<file path="config.mk">
export PLATFORM = sky130hd
export DESIGN_NAME = trace_line_arbiter
export DESIGN_NICKNAME = d
export VERILOG_FILES = /design/src/rtl/trace_line_arbiter.sv
export SDC_FILE = /design/constraint.sdc
export NUM_CORES = 1
export LEC_CHECK = 0
export ABC_CLOCK_PERIOD_IN_PS = 3350
export CAP_MARGIN = 20
export CORE_ASPECT_RATIO = 1.75
export CORE_MARGIN = 2
export CORE_UTILIZATION = 45
export CTS_CLUSTER_SIZE = 20
export DETAILED_ROUTE_END_ITERATION = 8
export PLACE_DENSITY = 0.8
export REMOVE_ABC_BUFFERS = 1
export SYNTH_ARGS = -nofsm -noshare
export SYNTH_HDL_FRONTEND = slang
export SYNTH_SLANG_ARGS = --single-unit
export TNS_END_PERCENT = 1
</file>
<file path="constraint.sdc">
create_clock -name clk -period 3.35 [get_ports clk]
set_clock_uncertainty 0.15 [all_clocks]
set_input_delay 0.67 -clock clk [delete_from_list [all_inputs] [get_ports clk]]
set_output_delay 0.67 -clock clk [all_outputs]
set_load 0.05 [all_outputs]
</file>
<file path="src/rtl/trace_line_arbiter.sv">
// Round-robin arbiter that lends one cpu_checker char port to N_SRC trace sources, one whole
// '^'...'#' line at a time, and returns a tagged result (or abort) per line.
module trace_line_arbiter #(
  parameter int         N_SRC     = 4,
  parameter int         SRC_W     = 2,
  parameter int         MAX_LEN   = 64,
  parameter logic [7:0] IDLE_CHAR = 8'h00
) (
  input  logic               clk,
  input  logic               reset,
  input  logic [N_SRC*8-1:0] req_char,
  input  logic [N_SRC-1:0]   req_valid,
  output logic [N_SRC-1:0]   req_ready,
  output logic [7:0]         chk_char,
  input  logic [1:0]         chk_format_type,
  input  logic [3:0]         chk_error_code,
  output logic               res_valid,
  output logic [SRC_W-1:0]   res_src,
  output logic [1:0]         res_format_type,
  output logic [3:0]         res_error_code,
  output logic               res_abort,
  output logic               busy,
  output logic [SRC_W-1:0]   grant_src
);

  localparam int               LEN_W    = $clog2(MAX_LEN + 1);
  localparam logic [7:0]       SOL_CHAR = 8'h5E;
  localparam logic [7:0]       EOL_CHAR = 8'h23;
  localparam logic [LEN_W-1:0] LEN_ONE  = LEN_W'(1);
  // A non-'#' char arriving with this count already in would leave no room for the '#'
  localparam logic [LEN_W-1:0] LEN_LAST = LEN_W'(MAX_LEN - 1);

  typedef enum logic [1:0] {IDLE, LOCK, DRAIN1, DRAIN2} state_t;

  state_t           state_r, state_next_s;
  logic [SRC_W-1:0] ptr_r, ptr_next_s;
  logic [SRC_W-1:0] grant_r, grant_next_s;
  logic [LEN_W-1:0] len_r, len_next_s;
  logic [7:0]       chk_char_r, chk_next_s;
  logic             res_valid_r, res_valid_next_s;
  logic             res_abort_r, res_abort_next_s;
  logic [SRC_W-1:0] res_src_r, res_src_next_s;
  logic [1:0]       res_fmt_r, res_fmt_next_s;
  logic [3:0]       res_err_r, res_err_next_s;
  logic [N_SRC-1:0] ready_s;
  logic [N_SRC-1:0] sol_hit_s;
  logic [7:0]       src_char_s [N_SRC];
  logic             found_s;
  logic [SRC_W-1:0] found_idx_s;
  logic             abort_s;
  logic [7:0]       cur_char_s;
  logic             cur_valid_s;

  function automatic logic [SRC_W-1:0] rr_index(input logic [SRC_W-1:0] base, input int offset);
    int sum;
    sum = int'(base) + offset;
    sum = (sum >= N_SRC) ? (sum - N_SRC) : sum;
    return SRC_W'(sum);
  endfunction

  // Per-source char slices and start-of-line detection
  always_comb begin
    for (int i = 0; i < N_SRC; i++) begin
      src_char_s[i] = req_char[i*8 +: 8];
      sol_hit_s[i]  = req_valid[i] && (req_char[i*8 +: 8] == SOL_CHAR);
    end
  end

  // Round-robin search from ptr upward; scanning offsets downward lets the smallest offset win
  always_comb begin
    found_s     = 1'b0;
    found_idx_s = '0;
    for (int k = N_SRC - 1; k >= 0; k--) begin
      found_idx_s = sol_hit_s[rr_index(ptr_r, k)] ? rr_index(ptr_r, k) : found_idx_s;
      found_s     = found_s | sol_hit_s[rr_index(ptr_r, k)];
    end
  end

  assign cur_char_s  = src_char_s[grant_r];
  assign cur_valid_s = req_valid[grant_r];

  // Next-state, handshake and result decode
  always_comb begin
    state_next_s     = state_r;
    ptr_next_s       = ptr_r;
    grant_next_s     = grant_r;
    len_next_s       = len_r;
    chk_next_s       = IDLE_CHAR;
    ready_s          = '0;
    abort_s          = 1'b0;
    res_valid_next_s = 1'b0;
    res_abort_next_s = res_abort_r;
    res_src_next_s   = res_src_r;
    res_fmt_next_s   = res_fmt_r;
    res_err_next_s   = res_err_r;
    case (state_r)
      IDLE: begin
        // Stray chars outside a line are accepted and thrown away
        for (int i = 0; i < N_SRC; i++) begin
          ready_s[i] = req_valid[i] && (src_char_s[i] != SOL_CHAR);
        end
        if (found_s) begin
          ready_s[found_idx_s] = 1'b1;
          chk_next_s           = SOL_CHAR;
          grant_next_s         = found_idx_s;
          len_next_s           = LEN_ONE;
          state_next_s         = LOCK;
        end else begin
          state_next_s = IDLE;
        end
      end
      LOCK: begin
        ready_s[grant_r] = 1'b1;
        abort_s = !cur_valid_s || ((cur_char_s != EOL_CHAR) && (len_r == LEN_LAST));
        if (abort_s) begin
          res_valid_next_s = 1'b1;
          res_abort_next_s = 1'b1;
          res_src_next_s   = grant_r;
          res_fmt_next_s   = 2'b00;
          res_err_next_s   = 4'b0000;
          ptr_next_s       = rr_index(grant_r, 1);
          state_next_s     = IDLE;
        end else if (cur_char_s == EOL_CHAR) begin
          chk_next_s   = EOL_CHAR;
          state_next_s = DRAIN1;
        end else begin
          chk_next_s   = cur_char_s;
          len_next_s   = (cur_char_s == SOL_CHAR) ? LEN_ONE : (len_r + LEN_ONE);
          state_next_s = LOCK;
        end
      end
      DRAIN1: begin
        state_next_s = DRAIN2;
      end
      DRAIN2: begin
        // Checker verdict for the '#' is only valid in this cycle
        res_valid_next_s = 1'b1;
        res_abort_next_s = 1'b0;
        res_src_next_s   = grant_r;
        res_fmt_next_s   = chk_format_type;
        res_err_next_s   = chk_error_code;
        ptr_next_s       = rr_index(grant_r, 1);
        state_next_s     = IDLE;
      end
      default: begin
        state_next_s = IDLE;
      end
    endcase
  end

  // State, pointer, forwarded char and result registers
  always_ff @(posedge clk) begin
    if (reset) begin
      state_r     <= IDLE;
      ptr_r       <= '0;
      grant_r     <= '0;
      len_r       <= '0;
      chk_char_r  <= IDLE_CHAR;
      res_valid_r <= 1'b0;
      res_abort_r <= 1'b0;
      res_src_r   <= '0;
      res_fmt_r   <= 2'b00;
      res_err_r   <= 4'b0000;
    end else begin
      state_r     <= state_next_s;
      ptr_r       <= ptr_next_s;
      grant_r     <= grant_next_s;
      len_r       <= len_next_s;
      chk_char_r  <= chk_next_s;
      res_valid_r <= res_valid_next_s;
      res_abort_r <= res_abort_next_s;
      res_src_r   <= res_src_next_s;
      res_fmt_r   <= res_fmt_next_s;
      res_err_r   <= res_err_next_s;
    end
  end

  assign req_ready       = ready_s & {N_SRC{~reset}};
  assign chk_char        = chk_char_r;
  assign res_valid       = res_valid_r;
  assign res_abort       = res_abort_r;
  assign res_src         = res_src_r;
  assign res_format_type = res_fmt_r;
  assign res_error_code  = res_err_r;
  assign busy            = (state_r != IDLE);
  assign grant_src       = grant_r;

endmodule

</file>
==> results of run 1 <==
-- cells by family (layout without fill, tap and decap cells) --
logic type | after synthesis | count (layout) | synth area share
muxes | 13 | 13 | 0.137
and+or+nand+nor | 70 | 70 | 0.225
AOI/OAI and AO/OA | 54 | 54 | 0.238
adders and majority gates | 5 | 5 | 0.0327
buffers and inverters | 12 | 125 | 0.0431
DFF | 31 | 31 | 0.324
-- synth_stat cells, drive strengths merged (5+ instances only) --
cell type,n
mux4,9
a21oi,8
a21o,5
nand3,8
inv,7
ha,5
nand2,11
o21ai,9
a32o,8
nor4bb,5
nor2,15
o31ai,5
and2,5
dfxtp,31
-- what timing repair did --
item	in CTS	in global routing
pin swaps	16	11
gates resized for setup	54	23
setup buffers	10	4
setup endpoints to repair	4	4
-- final cells by class --
class | instances | area (um2) | share of cell area
Clock buffer | 6 | 82.6 | 0.0259
Clock inverter | 2 | 35.0 | 0.0110
Inverter | 7 | 26.3 | 0.00823
Multi-Input combinational cell | 142 | 1350 | 0.422
Sequential cell | 31 | 621 | 0.194
Tap cell | 49 | 61.3 | 0.0192
Timing Repair Buffer | 110 | 1020 | 0.320
-- placed cells by master (no fill, tap or decap), drive strengths merged, types with 6 or more instances in the layout --
cell           synthesis  final
a21oi                  8      8
mux4                   9      9
nor2                  15     15
clkdlybuf4s50          0     31
inv                    7      7
dlygate4sd2            0     19
dfxtp                 31     31
nand3                  8      8
buf                    4     46
clkbuf                 1     12
dlymetal6s2s           0      6
o21ai                  9      9
a32o                   8      8
nand2                 11     11
-- stage by stage --
stage | cells | setup WS (ps) | cell area [um2]
after floorplan | 180 | -436 | 1860
after global placement | 326 | -363 | 2860
after detailed placement | 326 | -399 | 2860
after CTS | 343 | 3.41 | 3140
after global routing | 347 | -6.03 | 3190
final | 347 | 63.7 | 3190
-- path summary, 6_finish.rpt --
check | endpoint | cells past startpoint | slack [ps] | from
worst max-delay path | req_ready[2] | 11 | 60 | req_char[22]
worst max register to register | res_error_code[2] | 6 | 400 | grant_src[0]
worst min-delay path | len_r[5] | 1 | 320 | len_r[5]
worst min register to register | len_r[5] | 1 | 320 | len_r[5]
-- metal layers --
| metal | vias up | GRT usage | wire, um |
|---|---|---|---|
| met5 | - | 0 | 0 |
| met4 | 0 | 0.145 | 381 |
| met3 | 34 | 0.0348 | 258 |
| met2 | 80 | 0.500 | 3710 |
| met1 | 985 | 0.280 | 2230 |
| li1 | 960 | - | - |
-- state kept, by name, summed over array words and instances, names as in the netlist, named ones only --
signal           count
chk_char             8
grant_src            2
len_r                7
ptr_r                2
res_abort            1
res_error_code       4
res_format_type      2
res_src              2
res_valid            1
state_r              1
-- power breakdown --
| part | internal [mW] | leakage (nW) | switching [mW] |
|---|---|---|---|
| Sequential | 0.369 | 0.250 | 0.000583 |
| Combinational | 0.0781 | 1.10 | 0.0632 |
| Clock | 0.241 | 0.0612 | 0.145 |
| Total | 0.688 | 1.41 | 0.209 |
==> summary.md, run 1 <==
| Metric | Value |
|---|---|
| Fmax | `0.304 GHz` |
| Worst-path maximum fanout | `3` |
| Layout cell share with drive strength beyond 1 | `0.305` |
| Number of synthesized flops with an enable pin | `0` |
| H-tree depth | `2` |
| Via/cell ratio | `5.93` |
| Slowest stage delay, CP | `300 ps` |
| Status | `finished clean` |
| Count of final setup violators | `0` |
| Gpl congestion | `0.963` |
| Final TNS setup | `0 ps` |
| Top cell type's share of synthesized area | `0.324` |
| IO Port Bufs | `68` |
| WL per Instance | `19.0 um` |
| Relative slew slack | `0.611` |
| Final Power | `0.897 mW` |
| Number of global-route vias before repair | `2174` |
| Total CTS buffers | `5` |
| Power per cell area | `281 nW/um2` |
| Total core area | `4110 um2` |
| Synthesis Warnings | `0` |
| Final Util | `0.777` |
| Critical-path cell list | `dlygate4sd2_1 -> nor4bb_4 -> buf_4 -> nand3_2 -> a221o_1 -> a22oi_2 -> buf_6 -> nand2_1 -> o21ai_1 -> buf_4 -> buf_12` |
| Slowest CP cell | `a221o_1` |
| Chip Height | `90.3 um` |
| Worst setup EP type | `output pin` |
| Hold Violations, Final | `0` |
| IO Count | `69` |
| Period utilisation layout | `0.981` |
| Synth async-reset ratio | `0` |
| # clock sinks | `31` |
| Fillers | `266` |
| CP Launch Type | `input port` |
| CP Class | `input port to output pin` |
| GRT Util Overall | `0.274` |
| CTS Root Cell | `clkbuf_8` |
| Ys flop type | `dfxtp_1` |
| N_diodes | `0` |
| Antenna Violating Nets Remaining | `0` |
| Synth Register Bits | `31` |
| Max VDD drop | `254 uV` |
| Max cap viols | `0` |
| Hold_buf cts | `0` |
| Global-route wire length before repair | `9890 um` |
| Most common cell on crit path | `buf_4` |
| Post-synth cell types | `48` |
| Total wire length | `6580 um` |
| CTS tree | `yes` |
| Detailed Routing Iterations Pass 1 | `4` |
| Static Leak | `1.41 nW` |
| Initial drt markers | `95` |
| WP data arrival | `2470 ps` |
| Area grow syn2layout | `66.9%` |
| Die width | `53.3 um` |
| Netlist Area Pre-Place | `1910 um2` |
| Starting Density | `0.466` |
| Mapped Cells | `185` |
| Drc violations | `0` |
| Critical path's top delay family | `buffers and inverters` |
| Synth area leaders | `dfxtp_1, mux4_1, mux4_2` |
| Num rows | `31` |
| Syn_area_per_cell | `10.3 um2` |
| Sequential share of the synthesized area | `0.324` |
| Grt ovf | `0` |
| Crit path buffers/inverters | `5` |
| Min Clock Period, post-route | `3290 ps` |
| Worst-skew pair later-pin latency | `280 ps` |
| Slew Limit Fails | `0` |
| Worst hold slack | `318 ps` |
| Yosys top cell by area | `dfxtp_1` |
| Worst-Margin Slew | `582 ps` |
| Largest net degree at the start of global routing | `13` |
| Detailed placement HPWL | `4660 um` |
| Hold WC Path Type | `register to register` |
| Clock buffer depth | `2` |
| Crit path required time | `2530 ps` |
| Vias | `2059` |
| Die area | `4810 um2` |
| Clock-pin transition on the worst setup and hold timing paths | `70 ps` |
| Initial antenna violation count | `0` |
| Nets | `346` |
Power figures use the tool's default switching activity.
==> inputs of run 2 (changes only) <==
CORE_MARGIN = unset   (was 2)
GPL_TIMING_DRIVEN = 0   (was unset)
==> run 2 against run 1 <==
Largest cell class unchanged. Sequential cell count unchanged. Design area down 7.5%. Sequential power barely moved. First-iteration DRC count decreased by 38%. Total power shrank 2.0%. Setup slack improved by 13 ps. Global-route usage decreased by 0.33 points. Fmax up 0.39%. Die area fell by 5.9%.
==> summary.md, run 2 (synthesized netlist as in run 1, its figures left out) <==
| Metric | Value |
|---|---|
| Switching power | `0.204 mW (-2.5%)` |
| GR Layer Usage met2 | `0.490 (-0.00957)` |
| GRT Util Overall | `0.270 (-0.00333)` |
| Chip Height | `88.3 um (-2.2%)` |
| GR Util met3 | `0.0378 (+0.00303)` |
| Clock buffer depth | `2 (unchanged)` |
| Post-route cell area | `2950 um2 (-7.5%)` |
| Period utilisation layout | `0.977 (-0.00380)` |
| Most common cell after layout, fill and taps aside | `clkdlybuf4s50_1` |
| Total CTS buffers | `5 (unchanged)` |
| Count of final setup violators | `0 (unchanged)` |
| Nets | `317 (-8.4%)` |
| Worst-skew pair later-pin latency | `280 ps (about the same)` |
| Initial drt markers | `59 (-38%)` |
| Fillers | `331 (+24%)` |
| Combinational Power Share | `0.142 (-0.016)` |
| R2R setup slack | `380 ps (-20 ps)` |
| Antenna Violating Nets Remaining | `0 (unchanged)` |
| CTS Root Cell | `clkbuf_8` |
| Hold_buf cts | `0 (unchanged)` |
| IO Count | `69 (unchanged)` |
| Vias | `1923 (-6.6%)` |
| Min-delay src | `len_r[5]` |
| Worst setup EP type | `output pin` |
| Max VDD drop | `374 uV (+47%)` |
| WP data arrival | `2450 ps (-20 ps)` |
| Gr busiest metal | `met2` |
| Starting Density | `0.466 (unchanged)` |
| Detailed placement HPWL | `4220 um (-9.6%)` |
| Gpl congestion | `0.932 (-3.3%)` |
| Die width | `51.3 um (-3.8%)` |
| # clock sinks | `31 (unchanged)` |
| Via/cell ratio | `6.03 (+1.6%)` |
| Global-route wire length before repair | `9030 um (-8.6%)` |
| Initial antenna violation count | `1 (+1)` |
| Total core area | `4110 um2 (unchanged)` |
| Hold WC Path Type | `register to register` |
| Area grow syn2layout | `54.3%` |
| RSZ-0062 raised after global routing | `true` |
| Worst hold slack | `329 ps (+11.6 ps)` |
| FF/Latch Area | `622 um2 (+0.20%)` |
| WL per Instance | `18.3 um (-3.6%)` |
| Worst-Margin Slew | `661 ps (+78.8 ps)` |
| Relative slew slack | `0.559 (-0.0520)` |
| Crit path required time | `2530 ps (about the same)` |
| Layout cell share with drive strength beyond 1 | `0.227 (-0.0786)` |
| Worst-path maximum fanout | `4 (+1)` |
| Drc violations | `0 (unchanged)` |
| CP Launch Type | `input port` |
| Slew Limit Fails | `0 (unchanged)` |
| RR Startpoint | `grant_src[0]` |
| Hold Violations, Final | `0 (unchanged)` |
| Final Util | `0.719 (-0.0584)` |
| Static Leak | `1.27 nW (-10%)` |
| Fmax | `0.305 GHz (+0.39%)` |
| Max cap viols | `0 (unchanged)` |
| Grt ovf | `0 (unchanged)` |
| Min-Delay Endpoint | `len_r[5]` |
| CTS tree | `yes` |
| Register-to-Register Path Depth | `6 (unchanged)` |
| Global Route met1 Usage | `0.276 (-0.00394)` |
| Num rows | `31 (unchanged)` |
| Placed cell count | `297 (-8.9%)` |
| Total wire length | `5830 um (-11%)` |
| Commonest non-fill, non-tap cells in the layout | `clkdlybuf4s50_1, dfxtp_1, dlygate4sd2_1` |
| Layout Cells excl Fill | `319 (-8.1%)` |
| Flop pwr share | `0.420 (+0.008)` |
| Worst reg2reg endpoint | `res_src[0]` |
| Min Clock Period, post-route | `3270 ps (-12.7 ps)` |
| Placed cell area | `2600 um2 (-9.0%)` |
| Power per cell area | `298 nW/um2 (+6.0%)` |
| Multi-input gate area | `1350 um2 (+0.19%)` |
| Number of global-route vias before repair | `1937 (-11%)` |
| Clock-pin transition on the worst setup and hold timing paths | `70 ps (about the same)` |
| CP Class | `input port to output pin` |
| Max reg flops | `8 (unchanged)` |
| Min-Delay Path Depth | `1 (unchanged)` |
| Detailed Routing Iterations Pass 1 | `4 (unchanged)` |
| IO Port Bufs | `68 (unchanged)` |
| H-tree depth | `2 (unchanged)` |
| Die area | `4530 um2 (-5.9%)` |
| Clk pwr share | `0.438 (+0.008)` |
| Pint | `0.675 mW (-1.8%)` |
| Status | `finished clean` |
| Sw Ratio | `0.232 (-0.00139)` |
| Final TNS setup | `0 ps (unchanged)` |
| Largest net degree at the start of global routing | `18 (+5)` |
run 2: power groups by stage:
stage / logic, mW / clock network, mW / registers, mW
CTS: 0.121 / 0.383 / 0.370
global placement: 0.117 / 0 / 0.378
finish: 0.125 / 0.385 / 0.370
global route: 0.131 / 0.402 / 0.369
floorplan: 0.0428 / 0 / 0.379
detailed placement: 0.117 / 0 / 0.378
run 2: worst max-delay path, stage by stage:
cell	delay, ps
clkdlybuf4s50_1	420
and4b_1	240
and3_4	200
o221ai_2	150
o21a_2	210
a21oi_2	60
o31ai_2	260
buf_4	230
run 2: how the worst max path moves through the flow:
stage / from / cells past startpoint / end
after floorplan: req_char[21] / 6 / req_ready[3]
after global placement: req_char[22] / 8 / req_ready[2]
after detailed placement: req_char[22] / 8 / req_ready[3]
after CTS: req_char[18] / 8 / req_ready[3]
after global routing: req_char[20] / 8 / req_ready[2]
final: req_char[27] / 8 / req_ready[0]
run 2: routing by layer:
layer,vias up,wire length [um]
met5,-,0
met3,19,182
met4,0,243
li1,904,-
met2,66,3330
met1,934,2070
run 2: final cells by class:
cell class / instances / share of cell area
multi-input combinational: 142 / 0.457
antenna: 1 / 0.000847
tap: 49 / 0.0208
clock buffer: 6 / 0.0280
inverter: 7 / 0.00889
timing repair buffer: 81 / 0.262
sequential: 31 / 0.211
clock inverter: 2 / 0.0119
run 2: metrics by stage:
step,total power [mW],worst slack [ps]
final,0.879,76.4
after global routing,0.902,-19.2
after CTS,0.874,2.78
after detailed placement,0.495,-1140
after global placement,0.495,-1170
after floorplan,0.422,-436
run 2: what timing repair did:
action	4_1_cts	5_1_grt
resized for setup	72	23
endpoints found under the hold margin	0	0
pin swaps	15	11
setup endpoints to repair	4	12
buffers inserted	10	3
==> inputs of run 3 (changes only) <==
PLACE_DENSITY = 0.89   (was 0.8)
==> run 3 against run 2 <==
Sequential share of layout area grew 0.16 points. Cell count did not move. Design area is 0.97% lower. Routed wire length is 3.4% higher. Via count grew 1.5%. Register-to-register slack worse by 90 ps. Worst hold slack got worse by 2.8 ps. Non-clock buffer count up 1. Setup slack got worse by 71 ps. Clock-buffer cell count unchanged. Combinational power is essentially flat. Critical path type unchanged. Critical endpoint is now req_ready[3].
==> summary.md, run 3 (synthesized netlist as in run 1, its figures left out) <==
| Metric | Value |
|---|---|
| H-tree depth | `2 (unchanged)` |
| Nets | `318 (+0.32%)` |
| Largest net degree at the start of global routing | `18 (unchanged)` |
| Global-route wire length before repair | `9050 um (+0.22%)` |
| Worst setup EP type | `output pin` |
| Die area | `4530 um2 (unchanged)` |
| Starting Density | `0.466 (unchanged)` |
| Worst-path maximum fanout | `4 (unchanged)` |
| Worst-skew pair later-pin latency | `280 ps (about the same)` |
| Num rows | `31 (unchanged)` |
| Gpl congestion | `0.912 (-2.2%)` |
| Clock-pin transition on the worst setup and hold timing paths | `70 ps (about the same)` |
| GRT Util Overall | `0.273 (+0.00221)` |
| Hold Violations, Final | `0 (unchanged)` |
| Count of final setup violators | `0 (unchanged)` |
| Slew Limit Fails | `0 (unchanged)` |
| CTS tree | `yes` |
| Relative slew slack | `0.498 (-0.0613)` |
| Layout Cells excl Fill | `319 (unchanged)` |
| Total core area | `4110 um2 (unchanged)` |
| IO Count | `69 (unchanged)` |
| Hold WC Path Type | `register to register` |
| Total wire length | `6030 um (+3.4%)` |
| Max cap viols | `0 (unchanged)` |
| Global Route met1 Usage | `0.266 (-0.0104)` |
| IO Port Bufs | `68 (unchanged)` |
| Min-Delay Path Depth | `1 (unchanged)` |
| Die width | `51.3 um (unchanged)` |
| Detailed Routing Iterations Pass 1 | `4 (unchanged)` |
| GR Layer Usage met2 | `0.519 (+0.0287)` |
| Detailed placement HPWL | `4190 um (-0.57%)` |
| Min Clock Period, post-route | `3340 ps (+70.6 ps)` |
| WL per Instance | `18.9 um (+3.4%)` |
| Static Leak | `1.24 nW (-2.5%)` |
| # clock sinks | `31 (unchanged)` |
| CP Launch Type | `input port` |
| Chip Height | `88.3 um (unchanged)` |
| Final Power | `0.874 mW (-0.65%)` |
| Worst-Margin Slew | `752 ps (+91.0 ps)` |
| Power per cell area | `299 nW/um2 (+0.33%)` |
| Number of global-route vias before repair | `1909 (-1.4%)` |
| Hold_buf cts | `0 (unchanged)` |
| CTS Root Cell | `clkbuf_8` |
| Vias | `1952 (+1.5%)` |
| Grt ovf | `0 (unchanged)` |
| Gr busiest metal | `met2` |
| Fmax | `0.299 GHz (-2.1%)` |
| Placed cell area | `2600 um2 (unchanged)` |
| Area grow syn2layout | `52.8%` |
| Clock buffer depth | `2 (unchanged)` |
| Total CTS buffers | `5 (unchanged)` |
| Commonest non-fill, non-tap cells in the layout | `clkdlybuf4s50_1, dfxtp_1, dlygate4sd2_1` |
| Antenna Violating Nets Remaining | `0 (unchanged)` |
| CP Class | `input port to output pin` |
| Drc violations | `0 (unchanged)` |
| Layout cell share with drive strength beyond 1 | `0.219 (-0.00825)` |
| RSZ-0062 raised after global routing | `true` |
| Crit path required time | `2530 ps (about the same)` |
| Most common cell after layout, fill and taps aside | `clkdlybuf4s50_1` |
| Max reg flops | `8 (unchanged)` |
| Via/cell ratio | `6.12 (+1.5%)` |
| Period utilisation layout | `0.998 (+0.0211)` |
| Placed cell count | `297 (unchanged)` |
| Final TNS setup | `0 ps (unchanged)` |
| Post-route cell area | `2930 um2 (-0.97%)` |
| Register-to-Register Path Depth | `6 (unchanged)` |
| WP data arrival | `2520 ps (+70 ps)` |
| Status | `finished clean` |
| N_diodes | `0 (-1)` |
| GR Util met3 | `0.0498 (+0.0120)` |
| Worst hold slack | `327 ps (-2.78 ps)` |
| Initial antenna violation count | `0 (-1)` |
| R2R setup slack | `290 ps (-90 ps)` |
| Initial drt markers | `80 (+36%)` |
| Max VDD drop | `369 uV (-1.4%)` |
==> run 3: changes by cell type in the layout (fill, tap and decap cells not counted), sizes merged <==
cell | before | now
dlygate4sd2 | 18 | 20
buf | 17 | 18
clkdlybuf4s50 | 34 | 36
dlymetal6s2s | 9 | 5
diode | 1 | 0
==> run 3: area by class of cell <==
cell class                      instances  area, um2
Clock buffer                            6       82.6
Clock inverter                          2       35.0
Fill cell                             308       1190
Inverter                                7       26.3
Multi-Input combinational cell        142       1330
Sequential cell                        31        621
Tap cell                               49       61.3
Timing Repair Buffer                   82        766
==> run 3: worst max-delay path, cell delays in order <==
cell	delay (ps)
clkdlybuf4s50_1	480
nor4bb_4	340
and3_4	260
o221ai_2	100
o21a_1	160
nand2b_1	170
o21ai_1	150
buf_6	180
==> run 3: stage by stage <==
stage                     worst slack, ps  utilization
after floorplan                      -436            -
after global placement              -1190        0.632
after detailed placement            -1190        0.632
after CTS                            2.80        0.694
after global routing                -20.0        0.712
final                                5.78        0.712
==> run 3: worst paths after layout <==
| check | start | endpoint |
|---|---|---|
| worst max-delay path | req_char[30] | req_ready[3] |
| worst min-delay path | len_r[5] | len_r[5] |
| worst max register to register | grant_src[0] | res_src[1] |
| worst min register to register | len_r[5] | len_r[5] |
==> run 3: power by group <==
| part | switching [mW] | internal (mW) |
|---|---|---|
| Clock | 0.140 | 0.240 |
| Combinational | 0.0589 | 0.0648 |
| Sequential | 0.000581 | 0.369 |
==> run 3: metal layers <==
layer / up-vias / wire [um]
met2: 79 / 3400
met5: - / 0
met1: 948 / 2120
li1: 898 / -
met4: 0 / 297
met3: 27 / 215
==> run 3: timing repair <==
action	CTS	global route
gates resized for setup	72	16
endpoints found under the setup margin	4	4
setup buffers	9	6
pin swaps	15	12
